--- config.mk ---
export PLATFORM = sky130hd
export DESIGN_NAME = gb_apu_pulse_generator
export DESIGN_NICKNAME = d
export VERILOG_FILES = /design/src/rtl/gb_apu_pkg.sv /design/src/rtl/gb_apu_frequency_timer.sv /design/src/rtl/gb_apu_pulse_generator.sv
export SDC_FILE = /design/constraint.sdc
export NUM_CORES = 1
export LEC_CHECK = 0
export CAP_MARGIN = 15
export CORE_MARGIN = 8
export CORE_UTILIZATION = 45
export DETAILED_ROUTE_END_ITERATION = 8
export MAX_ROUTING_LAYER = met4
export PLACE_DENSITY = 0.73
export REMOVE_ABC_BUFFERS = 1
export SLEW_MARGIN = 10
export SYNTH_ARGS = -nofsm -noshare
export SYNTH_HDL_FRONTEND = slang
export SYNTH_SLANG_ARGS = --single-unit
--- constraint.sdc ---
create_clock -name clk -period 3.5 [get_ports clk]
set_input_delay 0.525 -clock clk [delete_from_list [all_inputs] [get_ports clk]]
set_output_delay 0.525 -clock clk [all_outputs]
set_load 0.02 [all_outputs]
--- src/rtl/gb_apu_pkg.sv ---
// ----------------------------------------------------------------------------
// gb_apu_pkg : shared types and constants for the APU pulse/frequency blocks
// Revision  : 1.0
// ----------------------------------------------------------------------------
`default_nettype none

package gb_apu_pkg;

  typedef logic [10:0] freq_t;
  typedef logic [1:0]  duty_t;

  localparam freq_t FREQ_MAX = 11'd2047;

  // Bit n of each entry is the waveform level at sequencer position n.
  localparam logic [7:0] DUTY_PATTERNS [4] = '{
    8'b0000_0001,
    8'b1000_0001,
    8'b1000_0111,
    8'b0111_1110
  };

endpackage

`default_nettype wire

--- src/rtl/gb_apu_frequency_timer.sv ---
// ----------------------------------------------------------------------------
// gb_apu_frequency_timer : prescaler plus 11-bit up-counter with reload
// Revision  : 1.0
// ----------------------------------------------------------------------------
`default_nettype none

module gb_apu_frequency_timer
  import gb_apu_pkg::*;
#(
  parameter int PRESCALE = 4
) (
  input  logic  clk,
  input  logic  reset,
  input  logic  load,
  input  logic  run,
  input  freq_t frequency,
  output logic  period_done
);

  localparam int PW = (PRESCALE > 1) ? $clog2(PRESCALE) : 1;
  localparam logic [PW-1:0] PRESCALE_LAST = PW'(PRESCALE - 1);

  logic [PW-1:0] prescaler_q, prescaler_d;
  freq_t         timer_q, timer_d;
  logic          tick;

  always_comb begin
    tick        = run && (prescaler_q == PRESCALE_LAST);
    period_done = tick && (timer_q == FREQ_MAX);
    prescaler_d = prescaler_q;
    timer_d     = timer_q;
    if (load) begin
      prescaler_d = '0;
      timer_d     = frequency;
    end else if (run) begin
      prescaler_d = tick ? '0 : prescaler_q + 1'b1;
      // The reload value is sampled only here, so mid-period writes wait.
      if (tick) begin
        timer_d = (timer_q == FREQ_MAX) ? frequency : timer_q + 11'd1;
      end
    end
  end

  always_ff @(posedge clk) begin
    if (reset) begin
      prescaler_q <= '0;
      timer_q     <= '0;
    end else begin
      prescaler_q <= prescaler_d;
      timer_q     <= timer_d;
    end
  end

endmodule

`default_nettype wire

--- src/rtl/gb_apu_pulse_generator.sv ---
// ----------------------------------------------------------------------------
// gb_apu_pulse_generator : frequency timer, 8-step duty sequencer, wave output
// Revision  : 1.0
// ----------------------------------------------------------------------------
`default_nettype none

module gb_apu_pulse_generator
  import gb_apu_pkg::*;
#(
  parameter int PRESCALE = 4
) (
  input  logic        clk,
  input  logic        reset,
  input  logic        trigger,
  input  logic        mute,
  input  logic [10:0] frequency,
  input  logic [1:0]  duty,
  output logic        wave_out,
  output logic [2:0]  duty_step,
  output logic        step_tick,
  output logic        enabled
);

  logic       enabled_q, enabled_d;
  logic [2:0] duty_step_q, duty_step_d;
  logic       step_tick_q, step_tick_d;
  logic       timer_run;
  logic       period_done;
  logic [7:0] pattern_sel;

  assign timer_run = enabled_q && !trigger && !mute;

  gb_apu_frequency_timer #(
    .PRESCALE (PRESCALE)
  ) u_freq_timer (
    .clk         (clk),
    .reset       (reset),
    .load        (trigger),
    .run         (timer_run),
    .frequency   (frequency),
    .period_done (period_done)
  );

  always_comb begin
    enabled_d   = enabled_q;
    duty_step_d = duty_step_q;
    step_tick_d = 1'b0;
    // Trigger wins over mute; duty_step survives retriggers.
    if (trigger) begin
      enabled_d = 1'b1;
    end else if (mute) begin
      enabled_d = 1'b0;
    end else if (enabled_q && period_done) begin
      duty_step_d = duty_step_q + 3'd1;
      step_tick_d = 1'b1;
    end
  end

  always_ff @(posedge clk) begin
    if (reset) begin
      enabled_q   <= 1'b0;
      duty_step_q <= 3'd0;
      step_tick_q <= 1'b0;
    end else begin
      enabled_q   <= enabled_d;
      duty_step_q <= duty_step_d;
      step_tick_q <= step_tick_d;
    end
  end

  always_comb begin
    pattern_sel = DUTY_PATTERNS[duty];
    wave_out    = enabled_q & pattern_sel[duty_step_q];
  end

  assign duty_step = duty_step_q;
  assign step_tick = step_tick_q;
  assign enabled   = enabled_q;

endmodule

`default_nettype wire

== After elaboration in Yosys (flattened, before gate mapping) ==
Cells that the tools add are included.
Operators by class
  $add $sub $neg: 3
  $lt $le $gt $ge: 2
  equal/unequal tests: 2
  mux-type cells: 13
  bitwise logic cells: 4
  reduce and logical (&&, ||, !) cells: 14
Operators with widths (count)
  11-bit two-way mux: 4
  8-bit binary-select mux with 2-bit select: 1
  8-bit two-way mux: 2
  11-bit by 1-bit adder with 11-bit output (second input constant): 1
  11-bit equality test (second input constant): 1
  2-bit nonzero test: 3
  1-bit logical AND: 5
  3-bit by 4-bit < comparator with 1-bit output (second input constant): 1
  1-bit two-way mux: 4
  3-bit by 1-bit adder with 3-bit output (second input constant): 1
  1-bit binary-select mux with 3-bit select: 1
  3-bit >= comparator (second input constant): 1
  2-bit NOT with 3-bit output: 1
  3-bit AND reduction: 1
  3-bit OR reduction: 1
  2-bit by 1-bit adder with 2-bit output (second input constant): 1
  2-bit equality test (second input constant): 1
  1-bit zero test: 2
  2-bit two-way mux: 1
  1-bit NOT: 2
  2-bit AND reduction: 1
  2-bit OR reduction: 1
  1-bit bitwise AND: 1
Word-level totals
  flip-flop bits (word level): 18
  bits of input ports: 17
  output and inout bits: 6
  logic and storage cells: 43

== Longest topological paths before layout ==
  word-level depth: 7
  gate-level depth with buffers: 6
  mapped depth without buffers: 5

== Cells and area by module ==
From an unflattened synthesis, not the netlist that was laid out.
Unflattened totals
  cell total of the unflattened synthesis: 134
  area total of the unflattened synthesis: 1168.6 um2
By module, submodules not included
  gb_apu_frequency_timer: instances 1, cells each 104, area each 880.8 um2, seq. area each 260.2 um2
  gb_apu_pulse_generator: instances 1, cells each 30, area each 287.8 um2, seq. area each 100.1 um2

== Least setup slack after synthesis ==
Ideal clock, no wire load.
  path kind: reg-to-reg
  start point: reg u_freq_timer.timer_q[0]
  end point: reg duty_step_q[2], in the netlist duty_step[2]
  setup time: 0.070 ns
  arrival: 1.951 ns
  data required time: 3.430 ns
  path slack: 1.478 ns
  cell stages (with the launch flop): 7
  path through: dfxtp_1 > ha_1 > nand4_1 > or4_1 > buf_2 > or4_1 > a21oi_1
On the way
  cells in the longest elaborated chain, start to end: 4
Ends and longest elaborated chain
  from (decl): line gb_apu_frequency_timer.sv:24  | freq_t timer_q, timer_d;
  from (signal assigned): line gb_apu_frequency_timer.sv:50  | timer_q <= timer_d;
  11-bit equality test: line gb_apu_frequency_timer.sv:29  | period_done = tick && (timer_q == FREQ_MAX);
  1-bit logical AND: line gb_apu_frequency_timer.sv:29
  1-bit logical AND: line gb_apu_pulse_generator.sv:53  | end else if (enabled_q && period_done) begin
  3-bit AND reduction (no source line)
  to (signal assigned): line gb_apu_pulse_generator.sv:66  | duty_step_q <= duty_step_d;
  to (decl): line gb_apu_pulse_generator.sv:25  | logic [2:0] duty_step_q, duty_step_d;
Every way passes these cells.
A chain may end at the register's enable or synchronous reset.

== Final worst setup path ==
  start point: in duty[1]
  end point: out wave_out
On the way
  cells in the longest elaborated chain, start to end: 7
Ends and longest elaborated chain
  from (decl): line gb_apu_pulse_generator.sv:17  | input logic [1:0] duty,
  2-bit NOT with 3-bit output (implied by the code): line gb_apu_pulse_generator.sv:72  | pattern_sel = DUTY_PATTERNS[duty];
  8-bit binary-select mux with 2-bit select: line gb_apu_pulse_generator.sv:72
  8-bit two-way mux (implied by the code) (2 in series): line gb_apu_pulse_generator.sv:72
  1-bit binary-select mux with 3-bit select: line gb_apu_pulse_generator.sv:73  | wave_out = enabled_q & pattern_sel[duty_step_q];
  1-bit two-way mux (implied by the code): line gb_apu_pulse_generator.sv:73
  1-bit bitwise AND: line gb_apu_pulse_generator.sv:73
  to (decl): line gb_apu_pulse_generator.sv:18  | output logic wave_out,
Every way passes these cells. The select of a mux whose other input is x is not followed.

==> reports/qor.txt <==
===========================================================================
CTS clk-pin slew, worst paths                                        100 ps
Number of hold buffers added after CTS                                    0
Fin. max-slew vios                                                        0
WL/cell                                                             14.9 µm
Met3 routed wirelength                                               142 µm
Endpoint kind of the worst setup timing path                   primary output
Initial core utilization                                              46.3%
GRT Total Usage                                                       13.9%
Reported max-cap violation count                                          0
Flip-flop and latch count after synthesis                                18
Seq pwr share                                                         57.1%
Hold Slack                                                           478 ps
Cell with the largest stage delay on the worst path            clkdlybuf4s50_1
Worst Hold Endpoint                                            u_freq_timer.prescaler_q[1]
Placer's final routability congestion estimate                        0.820
Synth Cell Area                                                    1110 µm²
Worst Path Max Fanout                                                     4
Total clock sinks                                                        18
Placed insts                                                            181
Synth-to-layout area growth                                           24.4%
Setup repair after global routing missed its margin                   false
Maximum number of pins on one net before global-route repair             19
Post-detailed-route via-to-cell ratio                                  6.03
Reg-to-reg startpoint                                          u_freq_timer.timer_q[0]
Final net count                                                         178
Family with the most delay on the worst path                   buffers and inverters
Hold path start                                                u_freq_timer.prescaler_q[1]
Most used cell, CP                                             clkdlybuf4s50_1
Stage delay of the slowest cell on the critical path                 530 ps
Worst-case headroom to the max-slew limit                             44.6%
Drt first pass iters                                                      4
Logic gate share of total power                                       17.0%
Area fraction of the dominant cell type after synthesis               32.3%
Sw power                                                           0.105 mW
CP Class                                                             in2out
Gates resized, CTS repair                                                 0
Vias in the first global route                                        1,061
Setup TNS                                                              0 ps
Top metal layer carrying routed signals                                met4
Ordered list of cells on the worst path                        clkdlybuf4s50_1 -> ha_1 -> mux2_2 -> nand2_1 -> o21ai_0 -> o211a_1 -> clkdlybuf4s50_1
Worst setup timing slack at the placement stage                      594 ps
Number of antenna cells inserted                                          0
Fraction of registers with async set/reset                               0%
Total length of routed met2 wires                                   1310 µm
Unique cell type count in the Yosys netlist                              40
Maximum clock rate                                                0.345 GHz
Required time of the critical path                                  2970 ps
Clock Latency Late Sink                                              290 ps
PortBufs                                                                 22
Final worst path period share                                         82.9%
Crit path DAT                                                       2380 ps
Actual transition at the worst max-transition pin                    824 ps
Clk root buf                                                       clkbuf_4
R2R depth                                                                 5
Final cell utilization of the core                                    57.5%
H-Tree Depth                                                              1
Number of setup violations in the final report                            0
Die footprint                                                      4330 µm²
Congestion Overflow GR                                                    0
Proportion of synthesized chip area in sequential cells               32.3%
CTS max path bufs                                                         2
Floorplan Core Area                                                2410 µm²
Antenna violations before repair                                          0
Number of DRC violations after detailed routing                           0
Launching element type of the critical path                       input pin
Via count                                                             1,110
Share of total power in the clock network                             25.9%
Cell accounting for the most synthesized area                       dfxtp_1
Fill cells                                                              236
Drt first-iter violations                                                48
Final period demand of the worst path                               2900 ps
Hold crit path type                                                 reg2reg
Worst clock skew on the final layout                                7.66 ps
Mean instance size in the synthesized netlist                      8.38 µm²
Wire length reported by the detailed router                         2750 µm
Leakage                                                            0.512 nW
Internal Power                                                     0.291 mW
Status                                                         complete, no violations
Number of top-level pins                                                 23
Post-layout worst setup margin                                       600 ps
Switching share of power                                              26.4%
Count of buffer and inverter cells on the critical path                   2
First-pass GRT wire length                                          4760 µm
Final std cells w/o fill                                                184
Half-perimeter wire length of the detailed placement result         2040 µm
Post-CTS setup buffer count                                               0
Total count of hold-check failures in the final report                    0
RR Endpoint                                                    duty_step[2]
Dominant register cell in the synthesized netlist                   dfxtp_1
VDD IR-drop max                                                      201 µV
Count of yosys warnings during synthesis                                  0
Instance count along the most critical hold path                          2
Overall die width                                                   65.8 µm
Top cells by area in the synthesized netlist                   dfxtp_1 32%, ha_1 5.6%, nand2_1 4.4%
TritonCTS clock tree                                                   done
Cells after synthesis                                                   133
Met1 Routed Length                                                  1250 µm
Remaining antenna violation count                                         0
Count of flip-flops with a built-in enable after synthesis                0
Areal power density over the cells                               286 nW/µm²
Die boundary height                                                 65.8 µm
Proportion of layout cells with a drive suffix above 1                7.14%
Row count                                                                18
Setup slack of the worst register-to-register path                  1180 ps
CTS Buf Count                                                             3
===========================================================================
[registers in the layout, indices dropped and copies added (netlist names)]
| signal | cells |
|---|---|
| u_freq_timer.timer_q | 11 |
| duty_step | 3 |
| u_freq_timer.prescaler_q | 2 |
| enabled | 1 |
| step_tick | 1 |
[how the worst max path moves through the flow]
| stage | start | end | cells past startpoint |
|---|---|---|---|
| 2_1_floorplan | u_freq_timer.timer_q[0] | duty_step[2] | 5 |
| 3_3_place_gp | duty[1] | wave_out | 7 |
| 3_5_place_dp | duty[1] | wave_out | 7 |
| 4_1_cts | duty[1] | wave_out | 7 |
| 5_1_grt | duty[1] | wave_out | 7 |
| 6_report | duty[1] | wave_out | 7 |
[cells by family after synthesis]
| family | synth area share [%] |
|---|---|
| compound gates | 24.4 |
| xor+xnor | 2.36 |
| fa+ha+maj | 5.61 |
| mux | 3.70 |
| flops | 32.3 |
| simple gates | 27.8 |
| buf+inv | 3.82 |
[cells in the mapped netlist (2+ instances only)]
cell type	number
inv_1	5
o32ai_1	4
nand2_1	13
nor4_1	2
a22oi_1	3
dfxtp_1	18
nor3_1	3
ha_1	5
xor2_1	2
o21a_1	2
nand3_1	6
clkbuf_1	5
o31ai_1	2
and3_1	2
a21oi_1	9
nand4_1	3
nor2_1	9
or4_1	4
nand3b_1	2
mux2i_1	3
a31oi_1	5
o21ai_0	6
nand2b_1	3
[metal layers]
metal / GRT usage (%) / up-vias
li1: - / 548
met1: 16.2 / 527
met5: - / -
met4: 5.99 / 0
met2: 22.5 / 31
met3: 3.05 / 4
[per-stage QoR]
stage	cell area [µm²]	power, mW
after detailed placement	1360	0.297
final	1390	0.396
after global placement	1360	0.295
after global routing	1390	0.418
after floorplan	1090	0.260
after CTS	1390	0.398
[cells in the final DEF (no fill, tap or decap), types with 2 or more instances in the layout]
cell type	instances
a22oi_1	3
nor4_1	2
or4_1	4
mux2i_1	3
nand3_1	6
nand2_1	13
o32ai_1	4
nand4_1	3
clkdlybuf4s50_1	22
o31ai_1	2
nand2b_1	3
a31oi_1	5
xor2_1	2
a21oi_1	9
nor3_1	3
and3_1	2
clkbuf_4	3
ha_1	5
o21ai_0	6
dfxtp_1	18
inv_1	5
nor2_1	9
o21a_1	2
nand3b_1	2
buf_4	2
[final cells by class]
type,instances,area (µm²),area share [%]
clock buffer,3,22.5,1.62
tap,30,37.5,2.71
sequential,18,360,26.0
inverter,5,18.8,1.35
multi-input combinational,104,712,51.4
timing repair buffer,24,235,17.0
[power groups by stage]
stage / clock (mW) / combinational [mW] / sequential (mW)
after floorplan: 0 / 0.0317 / 0.228
final: 0.103 / 0.0672 / 0.226
after global placement: 0 / 0.0651 / 0.230
after CTS: 0.105 / 0.0674 / 0.226
after global routing: 0.116 / 0.0741 / 0.228
after detailed placement: 0 / 0.0670 / 0.230
[worst reg2reg max path, cell delays in order, from the launching register on]
cell,delay [ps]
dfxtp_1,460
ha_1,300
nand4_1,150
or4_1,660
or4_1,520
a21oi_1,160
Note: power is estimated with default switching activity, not from simulation.
==> RTL change 1 (same settings) <==
`PRESCALE` is set to 4 in 2 places; all go to 8.
--- a/src/rtl/gb_apu_frequency_timer.sv
+++ b/src/rtl/gb_apu_frequency_timer.sv
@@ -7,7 +7,7 @@
 module gb_apu_frequency_timer
   import gb_apu_pkg::*;
 #(
-  parameter int PRESCALE = 4
+  parameter int PRESCALE = 8
 ) (
   input  logic  clk,
   input  logic  reset,
--- a/src/rtl/gb_apu_pulse_generator.sv
+++ b/src/rtl/gb_apu_pulse_generator.sv
@@ -7,7 +7,7 @@
 module gb_apu_pulse_generator
   import gb_apu_pkg::*;
 #(
-  parameter int PRESCALE = 4
+  parameter int PRESCALE = 8
 ) (
   input  logic        clk,
   input  logic        reset,
Behaviour: not the same (a bounded check fails within 10 cycles, from zero or initial values and one cycle with reset high).
==> RTL change 1 against the unedited design <==
Critical path depth did not move; setup slack got worse by 0.00087 ns; wire length rose by 6.4%; power rose by 8.4%; synthesized area rose by 11%; die area rose by 8.4%; non-clock buffer count fell by 1; clock power rose by 17%; final cell count rose by 8.2%; cell area rose by 6.9%; sequential cell count rose by 1; critical path type unchanged.
==> RTL change 1: results (changes against the unedited design) <==
placed cell areas=0.00146 mm² (+6.8%); Comb power frac=16.2% (-0.8 points); Setup Skew=0.00197 ns (-0.00569 ns); vias in the first global route=1,149 (+8.3%); met2 usage=23.9% (+1.4 points); Layout clock area frac=1.77% (+0.15 points); Internal=0.308 mW (+5.7%); pin count of the biggest net entering global routing=24 (+5); area delta synth->final=19.6%; Seq area share=25.7% (-0.34 points); clock share of power=28.2% (+2.3 points); post-route setup slack=0.599 ns (-0.000872 ns); Layout Cells excl Fill=199 (+8.2%); multi-input gate count=115 (+11%); Synth Instances=148 (+11%); worst hold slack=0.468 ns (-0.00941 ns); clock buffer count=4 (+1); status=complete, no violations; R2R Setup Slk=1.40 ns (+0.22 ns); Seq/Total Area, Yosys=30.7% (-1.6 points); layout cells sized above 1=6.55% (-0.60 points); WL/cell=14.7 µm (-1.6%); Power Dens Cells=289 mW/mm² (+1.3%); Synth top cells by count=dfxtp_1, nor2_1, nand2_1; slew margin rel.=59.1% (+14 points); drt initial violations=45 (-6.3%); Netlist cell types=45 (+13%); Placer Congestion=0.858 (+4.6%); Non-clk bufs=23 (-4.2%); first-pass GRT wire length=5000 µm (+4.9%); DP Worst Slack=0.611 ns (+0.0171 ns)
[RTL change 1: changes by cell type in the layout (fill, tap and decap cells not counted), moves of 3 or more]
cell      unedited run  this run
o32ai_1              4         1
nor4_1               2         5
nand3_1              6         9
nor2b_1              0         5
a211oi_1             1         5
nor2_1               9        13
[RTL change 1: kinds of logic (layout without fill, tap and decap cells)]
family,after synthesis,in the layout,synth area share [%]
multiplexers,5,5,4.64
XOR/XNOR,2,2,1.41
flip-flops,19,19,30.7
AO/OA/AOI/OAI,38,38,22.3
adder cells (fa/ha/maj),6,6,6.05
buffers and inverters,14,34,6.16
AND/OR/NAND/NOR,64,64,28.8
[RTL change 1: final timing paths]
check	to	from	cells past startpoint
setup / recovery	wave_out	duty[1]	7
hold / removal	u_freq_timer.prescaler_q[2]	u_freq_timer.prescaler_q[2]	2
setup reg to reg	duty_step[2]	u_freq_timer.prescaler_q[0]	6
hold reg to reg	u_freq_timer.prescaler_q[2]	u_freq_timer.prescaler_q[2]	2
==> RTL change 2 (config.mk and constraints unchanged) <==
Made on the original files. Put one more register stage on the output `enabled`, cleared by the reset. The value now appears one clock later. The other outputs are not delayed to match.
--- a/src/rtl/gb_apu_pulse_generator.sv
+++ b/src/rtl/gb_apu_pulse_generator.sv
@@ -75,7 +75,13 @@
 
   assign duty_step = duty_step_q;
   assign step_tick = step_tick_q;
-  assign enabled   = enabled_q;
+  always_ff @(posedge clk) begin
+    if (reset) begin
+      enabled <= '0;
+    end else begin
+      enabled <= enabled_q;
+    end
+  end
 
 endmodule
 
Behaviour: not the same (Yosys sat finds a counterexample within 4 cycles, from zero or initial values and one cycle with reset high).
==> RTL change 2 against the unedited design <==
Count of clock-buffer cells in the layout grew 1; cell area grew 0.90%; clock skew shrank 0.0017 ns; wire length shrank 0.40%; power grew 4.7%; utilization shrank 1.1 points; sequential cell count grew 1; setup slack gained 0.020 ns; synthesized area grew 4.6%; die area grew 3.5%; largest cell class unchanged.
==> RTL change 2: results (changes against the unedited design) <==
R2R Setup Slk=1.52 ns (+0.34 ns); worst hold slack=0.512 ns (+0.0347 ns); slew margin rel.=47.0% (+2.4 points); Fmax achieved=347 MHz (+0.71%); Hold Crit Start=enabled_q; vias=1,081 (-2.6%); Placer Congestion=0.782 (-4.6%); Synth area leaders=dfxtp_1, ha_1, nand3_1; Netlist cell types=48 (+20%); Setup Skew=0.00600 ns (-0.00166 ns); Synth top cells by count=dfxtp_1, nor2_1, nand3_1; GRT Resource Usage Total=13.3% (-0.67 points); status=complete, no violations; hold-critical path depth=1 (-1); drt initial violations=84 (+75%); cell area after layout=0.00140 mm² (+0.90%); R2R Path End=u_freq_timer.timer_q[5]; DP HPWL=2050 µm (+0.33%); Lkg Pwr=0.494 nW (-3.4%); DP Worst Slack=0.609 ns (+0.0145 ns); Max VDD drop=256 µV (+27%); FILL cells=251 (+6.4%); Layout Cells excl Fill=183 (-0.54%); first-pass GRT wire length=4660 µm (-2.2%); layout cells sized above 1=9.15% (+2.0 points); Critical Path AT=2.35 ns (-0.03 ns); launching point of the worst reg2reg path=u_freq_timer.prescaler_q[0]; WL final=2740 µm (-0.40%); Internal=0.306 mW (+4.9%); Avg Inst Size Synth=8.64 µm² (+3.1%)
## RTL change 2: layout make-up
class,instances,area share (%)
Clock buffer,4,1.88
Inverter,5,1.34
Multi-Input combinational cell,103,51.2
Sequential cell,19,27.2
Tap cell,30,2.68
Timing Repair Buffer,22,15.7
## RTL change 2: power by group through the flow
stage / clock network (mW) / registers, mW / logic, mW
after CTS: 0.118 / 0.235 / 0.0674
after global placement: 0 / 0.239 / 0.0644
after floorplan: 0 / 0.238 / 0.0324
after global routing: 0.129 / 0.237 / 0.0744
final: 0.112 / 0.235 / 0.0669
after detailed placement: 0 / 0.240 / 0.0671
## RTL change 2: kinds of logic (layout without fill, tap and decap cells)
logic type | Yosys count | count (layout) | share of synthesized area [%]
mux | 5 | 5 | 4.40
buf+inv | 13 | 31 | 6.01
flops | 19 | 19 | 32.6
fa+ha+maj | 5 | 5 | 5.36
compound gates | 30 | 30 | 20.0
simple gates | 60 | 60 | 29.4
xor+xnor | 3 | 3 | 2.25
## RTL change 2: worst max-delay path by stage
stage	to
after floorplan	wave_out
after global placement	wave_out
after detailed placement	wave_out
after CTS	wave_out
after global routing	wave_out
final	wave_out
## RTL change 2: layer usage
layer,GRT usage [%],routed length (µm),share of wire (%),vias to the layer above
li1,-,-,-,546
met1,16.6,1330,49,512
met5,-,0,0,-
met4,1.31,0,0,0
met3,4.53,146,5.3,0
met2,20.9,1260,46,23
